`src/rtl/hps_instr_responder.sv`:
```
// hps_instr_responder: FPGA-side endpoint of the HPS PIO instruction channel.
// Decodes a strobed 29-bit instruction into a pixel write, a pixel read, an
// engine start or a dataout clear, and reports results through dataout/flags.
//
// Ports:
//   clk_clk, reset_reset      : clock, synchronous active-high reset
//   instruct[28:0], enable    : instruction word {rsvd, wdata[7:0], addr[16:0], op[2:0]}
//                               and launch strobe (rising edge launches)
//   dataout[7:0], flags[3:0]  : last read pixel; {ENG_ACTIVE, BUSY, ERROR, DONE}
//   mem_addr/wdata/we, mem_rdata : image RAM port (read data one cycle after address)
//   eng_start/mode, eng_done  : processing engine handshake
module hps_instr_responder #(
  parameter int unsigned ADDR_W         = 17,
  parameter int unsigned MEM_DEPTH      = 76800,
  parameter int unsigned TIMEOUT_CYCLES = 1048576
) (
  input  logic              clk_clk,
  input  logic              reset_reset,
  input  logic [28:0]       instruct,
  input  logic              enable,
  output logic [7:0]        dataout,
  output logic [3:0]        flags,
  output logic [ADDR_W-1:0] mem_addr,
  output logic [7:0]        mem_wdata,
  output logic              mem_we,
  input  logic [7:0]        mem_rdata,
  output logic              eng_start,
  output logic [2:0]        eng_mode,
  input  logic              eng_done
);

  // Wide enough to hold TIMEOUT_CYCLES-1 for any parameter value.
  localparam int unsigned CNT_W = $clog2(TIMEOUT_CYCLES + 1);
  localparam logic [CNT_W-1:0] CNT_LAST = CNT_W'(TIMEOUT_CYCLES - 1);

  localparam logic [2:0] OP_NOP   = 3'b000;
  localparam logic [2:0] OP_STORE = 3'b001;
  localparam logic [2:0] OP_LOAD  = 3'b010;
  localparam logic [2:0] OP_CLEAR = 3'b111;

  typedef enum logic [2:0] {
    S_IDLE,
    S_DECODE,
    S_WRITE,
    S_READ_WAIT,
    S_READ_CAP,
    S_ENG_WAIT,
    S_COMPLETE
  } state_t;

  state_t            state_q, state_d;
  logic              en_q;
  logic [27:0]       instr_q, instr_d;
  logic [7:0]        dataout_q, dataout_d;
  logic              done_q, done_d;
  logic              error_q, error_d;
  logic              busy_q, busy_d;
  logic [ADDR_W-1:0] mem_addr_q, mem_addr_d;
  logic [7:0]        mem_wdata_q, mem_wdata_d;
  logic              mem_we_q, mem_we_d;
  logic              eng_start_q, eng_start_d;
  logic [2:0]        eng_mode_q, eng_mode_d;
  logic [CNT_W-1:0]  cnt_q, cnt_d;

  logic       launch;
  logic [2:0] op;
  logic       addr_bad;
  logic       unused_reserved;

  // Bit 28 of the instruction word is reserved and intentionally ignored.
  assign unused_reserved = instruct[28];

  assign launch   = enable & ~en_q;
  assign op       = instr_q[2:0];
  assign addr_bad = (32'(instr_q[19:3]) >= MEM_DEPTH);

  always_comb begin
    state_d     = state_q;
    instr_d     = instr_q;
    dataout_d   = dataout_q;
    done_d      = done_q;
    error_d     = error_q;
    busy_d      = busy_q;
    mem_addr_d  = mem_addr_q;
    mem_wdata_d = mem_wdata_q;
    mem_we_d    = 1'b0;       // single-cycle strobes fall back to 0
    eng_start_d = 1'b0;
    eng_mode_d  = eng_mode_q;
    cnt_d       = cnt_q;

    case (state_q)
      S_IDLE: begin
        if (launch) begin
          instr_d = instruct[27:0];
          busy_d  = 1'b1;
          done_d  = 1'b0;
          error_d = 1'b0;
          state_d = S_DECODE;
        end
      end

      S_DECODE: begin
        case (op)
          OP_NOP: state_d = S_COMPLETE;
          OP_CLEAR: begin
            dataout_d = 8'h00;
            state_d   = S_COMPLETE;
          end
          OP_STORE, OP_LOAD: begin
            if (addr_bad) begin
              // Out-of-range address: flag it and never touch the RAM.
              error_d = 1'b1;
              state_d = S_COMPLETE;
            end else begin
              mem_addr_d = ADDR_W'(instr_q[19:3]);
              if (op == OP_STORE) begin
                mem_wdata_d = instr_q[27:20];
                mem_we_d    = 1'b1;
                state_d     = S_WRITE;
              end else begin
                state_d = S_READ_WAIT;
              end
            end
          end
          default: begin
            // 011..110 select the engine algorithm directly.
            eng_start_d = 1'b1;
            eng_mode_d  = op;
            cnt_d       = '0;
            state_d     = S_ENG_WAIT;
          end
        endcase
      end

      S_WRITE:     state_d = S_COMPLETE;

      S_READ_WAIT: state_d = S_READ_CAP;

      S_READ_CAP: begin
        dataout_d = mem_rdata;
        state_d   = S_COMPLETE;
      end

      S_ENG_WAIT: begin
        cnt_d = cnt_q + CNT_W'(1);
        // eng_done wins over a timeout landing in the same cycle.
        if (eng_done) begin
          state_d = S_COMPLETE;
        end else if (cnt_q == CNT_LAST) begin
          error_d = 1'b1;
          state_d = S_COMPLETE;
        end
      end

      S_COMPLETE: begin
        done_d  = 1'b1;
        busy_d  = 1'b0;
        state_d = S_IDLE;
      end

      default: state_d = S_IDLE;
    endcase

    // A launch outside IDLE is dropped but reported; the running op carries on.
    if (launch && (state_q != S_IDLE)) begin
      error_d = 1'b1;
    end
  end

  always_ff @(posedge clk_clk) begin
    if (reset_reset) begin
      state_q     <= S_IDLE;
      en_q        <= 1'b1;    // enable held high through reset must not launch
      instr_q     <= '0;
      dataout_q   <= '0;
      done_q      <= 1'b0;
      error_q     <= 1'b0;
      busy_q      <= 1'b0;
      mem_addr_q  <= '0;
      mem_wdata_q <= '0;
      mem_we_q    <= 1'b0;
      eng_start_q <= 1'b0;
      eng_mode_q  <= '0;
      cnt_q       <= '0;
    end else begin
      state_q     <= state_d;
      en_q        <= enable;
      instr_q     <= instr_d;
      dataout_q   <= dataout_d;
      done_q      <= done_d;
      error_q     <= error_d;
      busy_q      <= busy_d;
      mem_addr_q  <= mem_addr_d;
      mem_wdata_q <= mem_wdata_d;
      mem_we_q    <= mem_we_d;
      eng_start_q <= eng_start_d;
      eng_mode_q  <= eng_mode_d;
      cnt_q       <= cnt_d;
    end
  end

  assign dataout   = dataout_q;
  assign flags     = {(state_q == S_ENG_WAIT), busy_q, error_q, done_q};
  assign mem_addr  = mem_addr_q;
  assign mem_wdata = mem_wdata_q;
  assign mem_we    = mem_we_q;
  assign eng_start = eng_start_q;
  assign eng_mode  = eng_mode_q;

endmodule

```
`config.mk`:
```
export PLATFORM = sky130hd
export DESIGN_NAME = hps_instr_responder
export DESIGN_NICKNAME = d
export VERILOG_FILES = /design/src/rtl/hps_instr_responder.sv
export SDC_FILE = /design/constraint.sdc
export NUM_CORES = 1
export LEC_CHECK = 0
export BUFFER_PORTS_ARGS = -buffer_cell sky130_fd_sc_hd__buf_2
export CORE_ASPECT_RATIO = 1.25
export CORE_MARGIN = 2
export CORE_UTILIZATION = 55
export CTS_CLUSTER_DIAMETER = 100
export DETAILED_ROUTE_END_ITERATION = 10
export GPL_TIMING_DRIVEN = 1
export PLACE_DENSITY = 0.9
export SYNTH_ARGS = -nofsm -noshare
export SYNTH_HDL_FRONTEND = slang
export SYNTH_SLANG_ARGS = --single-unit
```
`constraint.sdc`:
```
create_clock -name clk_clk -period 3.9 [get_ports clk_clk]
set_input_delay 0.585 -clock clk_clk [delete_from_list [all_inputs] [get_ports clk_clk]]
set_output_delay 0.585 -clock clk_clk [all_outputs]
set_load 0.02 [all_outputs]
```
==> metrics, run 1 <==
htree depth=3; Setup crit start kind=flip-flop; post-synthesis sequential area ratio=46.68%; asr flop ratio synth=0%; chip width=80.58 um; max_slew headroom=23.30%; row count=34; RSZ-0062 raised after global routing=no; number of I/O port buffers=between 80 and 90; Ys Warns=0; commonest non-fill, non-tap cell in the layout=dfxtp_1; Worst Tran Pin Value=1.145 ns; largest net degree at the start of global routing=54; total die area=8035 um2; # IOs=83; post-synthesis average cell area=around 8.7 um2; Clock Latency Late Sink=0.35 ns; Post-Syn Instances=463; peak supply drop=~0.27 mV; Routed WL=8.547 mm; Crit. End Element=flip-flop; Detailed Route Iter0 Violations=around 200; Syn Std Cell Area=4031 um2; maximum clock frequency=437.5 MHz; Most used DFF post-synth=dfxtp_1; antenna violations before repair=0; post-cts hold buffer count=0; maximum clock path buffer count=2; via count=3436; Worst Path Required=4.18 ns; Resize count post-CTS=0; Pwr per Cell Area=around 470 nW/um2; WL/cell=13.92 um; post-CTS setup repair buffer count=0; initial core utilization=57.43%; run status=finished, final reports clean; Final setup viols=0; Worst-path clk slew=0.09 ns; Sink Count=94; Total GRT Usage=21.48%; # DRC=0; final hold vios=0; Antenna Cells=0; vias per cell=roughly 5.6; Synth cell types=50; fin nets=roughly 560; Mapped Nets=505; min cycle time layout=2.285 ns; root buffer cell=clkbuf_8; commonest non-fill, non-tap cells in the layout=dfxtp_1, buf_2, nand2_1, nand2b_1, a21oi_1; Max-Cap Viols=0; CTS tree=built; Final Skew=between 0.01 and 0.015 ns; fin. max-slew vios=0; Final Wtd Congestion=0.8496; post-DP HPWL=5.914 mm; P_leak=0.001731 uW; Synth Register Bits=94; TNS Setup=0 ns; CP Data Arrival Time=2.57 ns; Non-Filler Instances=614; first-pass iteration count of the detailed router=4; crit-path max FO=28; Inst Count DP=600; vias in the first global route=3203; area growth from synthesis to layout=14.49%; number of synthesized flops with an enable pin=0; HP Class=in -> reg; post-route antenna net violation count=0; WS Path Type=reg -> reg; layout cells sized above 1=20.99%; crit share post-route=58.60%; die boundary height=99.72 um; core area=7019 um2; first-pass GRT wire length=13.86 mm; Num CTS Buffers=9; GRT overflow=0
-- where the power goes --
part / leakage [uW] / internal (uW) / switching (uW)
Combinational: 0.000874 / 153 / 223
Clock: 0.0000978 / 356 / 326
Sequential: 0.000760 / 1030 / 72.7
Total: 0.00173 / 1540 / 621
-- worst max-delay path, stage by stage (launching register included) --
cell	delay, ns
dfxtp_1	0.42
nor3_1	0.45
nor2b_2	1.00
nand2_1	0.18
a21oi_1	0.16
-- layer usage --
metal	vias up	routed length, um	GRT usage (%)
met5	-	0	0
met3	12	448	3.902
met1	1622	3606	25.22
met4	0	105	8.605
met2	90	4387	38.14
li1	1712	-	-
-- state kept, by name, summed over array words and instances, names as in the netlist, 3 cells and up --
| name | cells |
|---|---|
| instr_q | 28 |
| mem_addr | 17 |
| eng_mode | 3 |
| dataout | 8 |
| mem_wdata | 8 |
| state_q | 3 |
| cnt_q | 21 |
-- final cells by class --
| cell class | count | area (um2) |
|---|---|---|
| flip-flops and latches | 94 | 1882 |
| repair buffers | 84 | 427.9 |
| multi-input cells | 326 | 1963 |
| clock inverters | 5 | 83.83 |
| well taps | 90 | 112.6 |
| inverters | 6 | 22.52 |
| fillers | 599 | 2404 |
| clock buffers | 9 | 123.9 |
-- worst paths after layout --
check              start           to  slack [ns]  cells past startpoint
max           state_q[0]  instr_q[21]        1.61                      4
min               enable         en_q        0.43                      2
max reg2reg   state_q[0]  instr_q[21]        1.61                      4
min reg2reg  instr_q[10]  instr_q[10]        0.46                      2
-- cells by family after synthesis --
family | after synthesis | synth area share, %
fa+ha+maj | 1 | 0.3103
simple gates | 200 | 26.26
buf+inv | 43 | 4.873
mux | 27 | 6.704
compound gates | 96 | 14.74
xor+xnor | 2 | 0.4346
flops | 94 | 46.68
-- through the flow --
| stage | hold slack (ns) | util [%] | total power, uW | setup slack [ns] | cell area [um2] |
|---|---|---|---|---|---|
| 3_5_place_dp | 0.4483 | 62.80 | 1494 | 1.635 | 4408 |
| 4_1_cts | 0.4293 | 65.76 | 2170 | 1.588 | 4616 |
| 3_3_place_gp | 0.4429 | 62.80 | 1475 | 1.777 | 4408 |
| 5_1_grt | 0.4345 | 65.76 | 2259 | 1.340 | 4616 |
| 6_report | 0.4339 | 65.76 | 2157 | 1.615 | 4616 |
| 2_1_floorplan | 0.4368 | - | 1404 | 2.061 | 4031 |
-- Yosys cell counts (all sizes together), types with 2 or more instances --
master | n | area [um2]
o21ai | 4 | 20.01
o21a | 2 | 15.01
o311ai | 2 | 17.52
nand3 | 15 | 75.07
inv | 5 | 18.77
or2 | 4 | 25.02
a31oi | 2 | 12.51
nand2 | 67 | 251.5
buf | 14 | 87.58
a211o | 2 | 17.52
nor3 | 6 | 30.03
nand2b | 57 | 356.6
or4 | 2 | 15.01
dfxtp | 94 | 1882
clkbuf | 23 | 86.33
mux2i | 27 | 270.3
a22oi | 8 | 60.06
nor3b | 2 | 15.01
or3 | 12 | 75.07
and4 | 3 | 26.28
a21boi | 2 | 15.01
o211ai | 12 | 90.09
nor2b | 3 | 18.77
nor2 | 17 | 63.81
a21o | 2 | 15.01
a21oi | 52 | 264.0
nand4 | 6 | 43.79
a311oi | 2 | 17.52
No activity file was read; power rests on OpenSTA's default activity.
==> run 2: changes to the inputs <==
ABC_AREA = 1   (was default)
CORE_UTILIZATION = 49   (was 55)
PLACE_DENSITY = 0.86   (was 0.9)
clock period = 2.1 ns   (was 3.9 ns; I/O delays follow)
==> metrics, run 2 <==
initial core utilization=50.65% (-6.8 points); Ys Warns=0 (unchanged); fill cell count=703 (+17%); Setup crit start kind=flip-flop; first-pass iteration count of the detailed router=4 (unchanged); number of synthesized flops with an enable pin=0 (unchanged); WL/cell=13.15 um (-5.6%); top-area cell type share of the netlist area=47.40% (+0.72 points); Syn Std Cell Area=3970 um2 (-1.5%); HP Class=in -> reg; Synth Area in Adders=0.3152% (+0.0048 points); Max stage delay cell, worst path=dfxtp_1; Simple-Gate Fraction of Synth Area=27.17% (+0.91 points); crit share post-route=between 80% and 90%; Most Crowded Layer GR=met2; commonest non-fill, non-tap cells in the layout=nor2_1, dfxtp_1, buf_2, nand2_1, a21oi_1; Post-Syn Instances=508 (+9.7%); Final Wtd Congestion=0.8113 (-4.5%); post-synthesis average cell area=7.815 um2 (-10%); register name with the most flops=instr_q; Worst Reg-to-Reg Cells=7 (+3); final hold vios=0 (unchanged); Mapped Nets=550 (+8.9%); # DRC=0 (unchanged); number of I/O port buffers=81 (unchanged); CTS tree=built; max reg flops=28 (unchanged); met2 Usage GRT=36.73% (-1.4 points); reg2reg end=instr_q[4]; design area=4589 um2 (-0.57%); TNS Setup=0 ns (unchanged); Most used DFF post-synth=dfxtp_1; asr flop ratio synth=0% (unchanged); worst r2r src=state_q[0]; first-pass GRT wire length=15.58 mm (+12%); Crit. End Element=output port; Final Skew=0.01308 ns (+0.002631 ns); Synth top cells by count=nor2_1, dfxtp_1, nand2_1, a21oi_1, o21ai_0; vias in the first global route=3464 (+8.1%); vias per cell=5.302 (-5.3%); core area=7838 um2 (+12%); Max stage delay on crit path=0.35 ns (-0.65 ns); met1 usage=25.24% (about the same); hold endpoint=en_q; crit-path max FO=9 (-68%); Routed WL=8.979 mm (+5.1%); die boundary height=104.6 um (+4.9%); Total Power=4180 uW (+94%); Hold Crit Depth=3 (+1); root buffer cell=clkbuf_8; max_slew headroom=69.10% (+46 points); Max-Cap Viols=0 (unchanged); peak supply drop=0.5063 mV (+88%); Worst Path Required=1.78 ns (-2.40 ns); maximum clock frequency=538.2 MHz; top-count cell post-synth=nor2_1; area of placed instances=4420 um2 (+0.28%); htree depth=3 (unchanged); CP cell instances=inv_2 > buf_4 > nor2_8 > buf_4 > buf_2; RSZ-0062 raised after global routing=no; multi-input combinational cell area=1822 um2 (-7.2%); post-synthesis mux area share=0% (-6.7 points); post-DP HPWL=6.328 mm (+7.0%); Worst Tran Pin Value=0.4624 ns (-0.6829 ns); WS Path Type=reg -> out; antenna violations before repair=0 (unchanged); area leader, netlist=dfxtp_1; min-delay src=enable; fin nets=626 (+11%); chip width=84.51 um (+4.9%); area growth from synthesis to layout=15.60%; largest net degree at the start of global routing=55 (+1.9%); post-synthesis sequential area ratio=47.40% (+0.72 points); Synth cell types=37 (-26%); fin. max-slew vios=0 (unchanged); commonest non-fill, non-tap cell in the layout=nor2_1; Sink Count=94 (unchanged); row count=36 (+5.9%); r2r setup slk=0.26 ns (-1.35 ns); Clock Latency Late Sink=0.37 ns (+0.02 ns); min cycle time layout=1.858 ns; layout cells sized above 1=24.49% (+3.5 points); run status=finished, final reports clean; total die area=8843 um2 (+10%); GRT overflow=0 (unchanged); CP Data Arrival Time=1.54 ns (-1.03 ns); # IOs=83 (unchanged); post-route antenna net violation count=0 (unchanged); via count=3621 (+5.4%); P_leak=0.002053 uW (+19%); complex-gate fraction of the synthesized area=18.28% (+3.5 points); area occupied by registers=1882 um2 (unchanged); met3 Use GR=4.581% (+0.68 points); Synth Area in XOR/XNOR=0% (-0.43 points); maximum clock path buffer count=2 (unchanged); Worst-path clk slew=0.09 ns (about the same); Crit path top cell by count=buf_4; Pwr per Cell Area=910.9 nW/um2 (+95%); synth top area cells=dfxtp_1, nor2_1, nand2_1; largest family of logic cells by synthesized area=simple AND/OR/NAND/NOR gates; Final setup viols=0 (unchanged); Detailed Route Iter0 Violations=240 (+19%); Total GRT Usage=21.25% (-0.24 points); Num CTS Buffers=9 (unchanged); Synth Register Bits=94 (unchanged); Antenna Cells=0 (unchanged)
run 2: cell types whose count changed in the layout (fill, tap and decap cells not counted), moves of 8 or more:
cell / delta
inv_1: +17
or3_1: -12
nor2_1: +80
mux2i_1: -27
nand2b_1: -57
o21ai_1: +21
inv_2: +8
nand3_1: +12
a22oi_1: -8
o21ai_0: +35
run 2: final cells by class:
type / instances / share of cell area (%)
clock buffer: 9 / 2.699
clock inverter: 6 / 0.8724
inverter: 32 / 2.672
multi-input combinational: 356 / 39.69
sequential: 94 / 41.00
tap: 95 / 2.590
timing repair buffer: 91 / 10.47
run 2: report_power, final:
| group | internal [uW] | switching [uW] | total (uW) |
|---|---|---|---|
| Sequential | 1960 | 103 | 2060 |
| Clock | 421 | 617 | 1040 |
| Combinational | 359 | 721 | 1080 |
run 2: metrics by stage:
step	std cells	utilization, %	setup WS, ns	hold WS [ns]
finish	683	58.56	0.2419	0.1397
global route	683	58.56	0.06645	0.1262
floorplan	508	-	0.7057	0.4114
CTS	683	58.56	0.2312	0.1254
global placement	668	56.40	0.05275	0.4487
detailed placement	668	56.40	0.008219	0.4538
run 2: logic make-up after synthesis:
family	Yosys count
AOI/OAI and AO/OA	130
adders and majority gates	1
DFF	94
buffers and inverters	58
and+or+nand+nor	225
run 2: worst max path at each step:
stage / start / endpoint / slack, ns / depth (start not counted)
after floorplan: cnt_q[0] / cnt_q[18] / 0.71 / 10
after global placement: state_q[0] / instr_q[21] / 0.05 / 7
after detailed placement: state_q[0] / instr_q[4] / 0.008 / 7
after CTS: state_q[2] / flags[3] / 0.23 / 5
after global routing: state_q[0] / instr_q[24] / 0.07 / 7
final: state_q[2] / flags[3] / 0.24 / 5
run 2: per-layer routing:
metal / share of wire (%) / up-vias
met2: 52 / 86
met4: 1.7 / 0
met5: 0 / -
met1: 42 / 1678
li1: - / 1847
met3: 4.4 / 10
run 2: worst max-delay path, delay by kind of cell (launching register included):
kind,cells,cell delay (ns)
buffers and inverters,4,0.58
DFF,1,0.35
and+or+nand+nor,1,0.23
run 2: timing repair:
item                       CTS  global route
setup buffers                0             0
gates resized for setup      1             0
setup endpoints to repair    1             0
hold buffers                 0             0
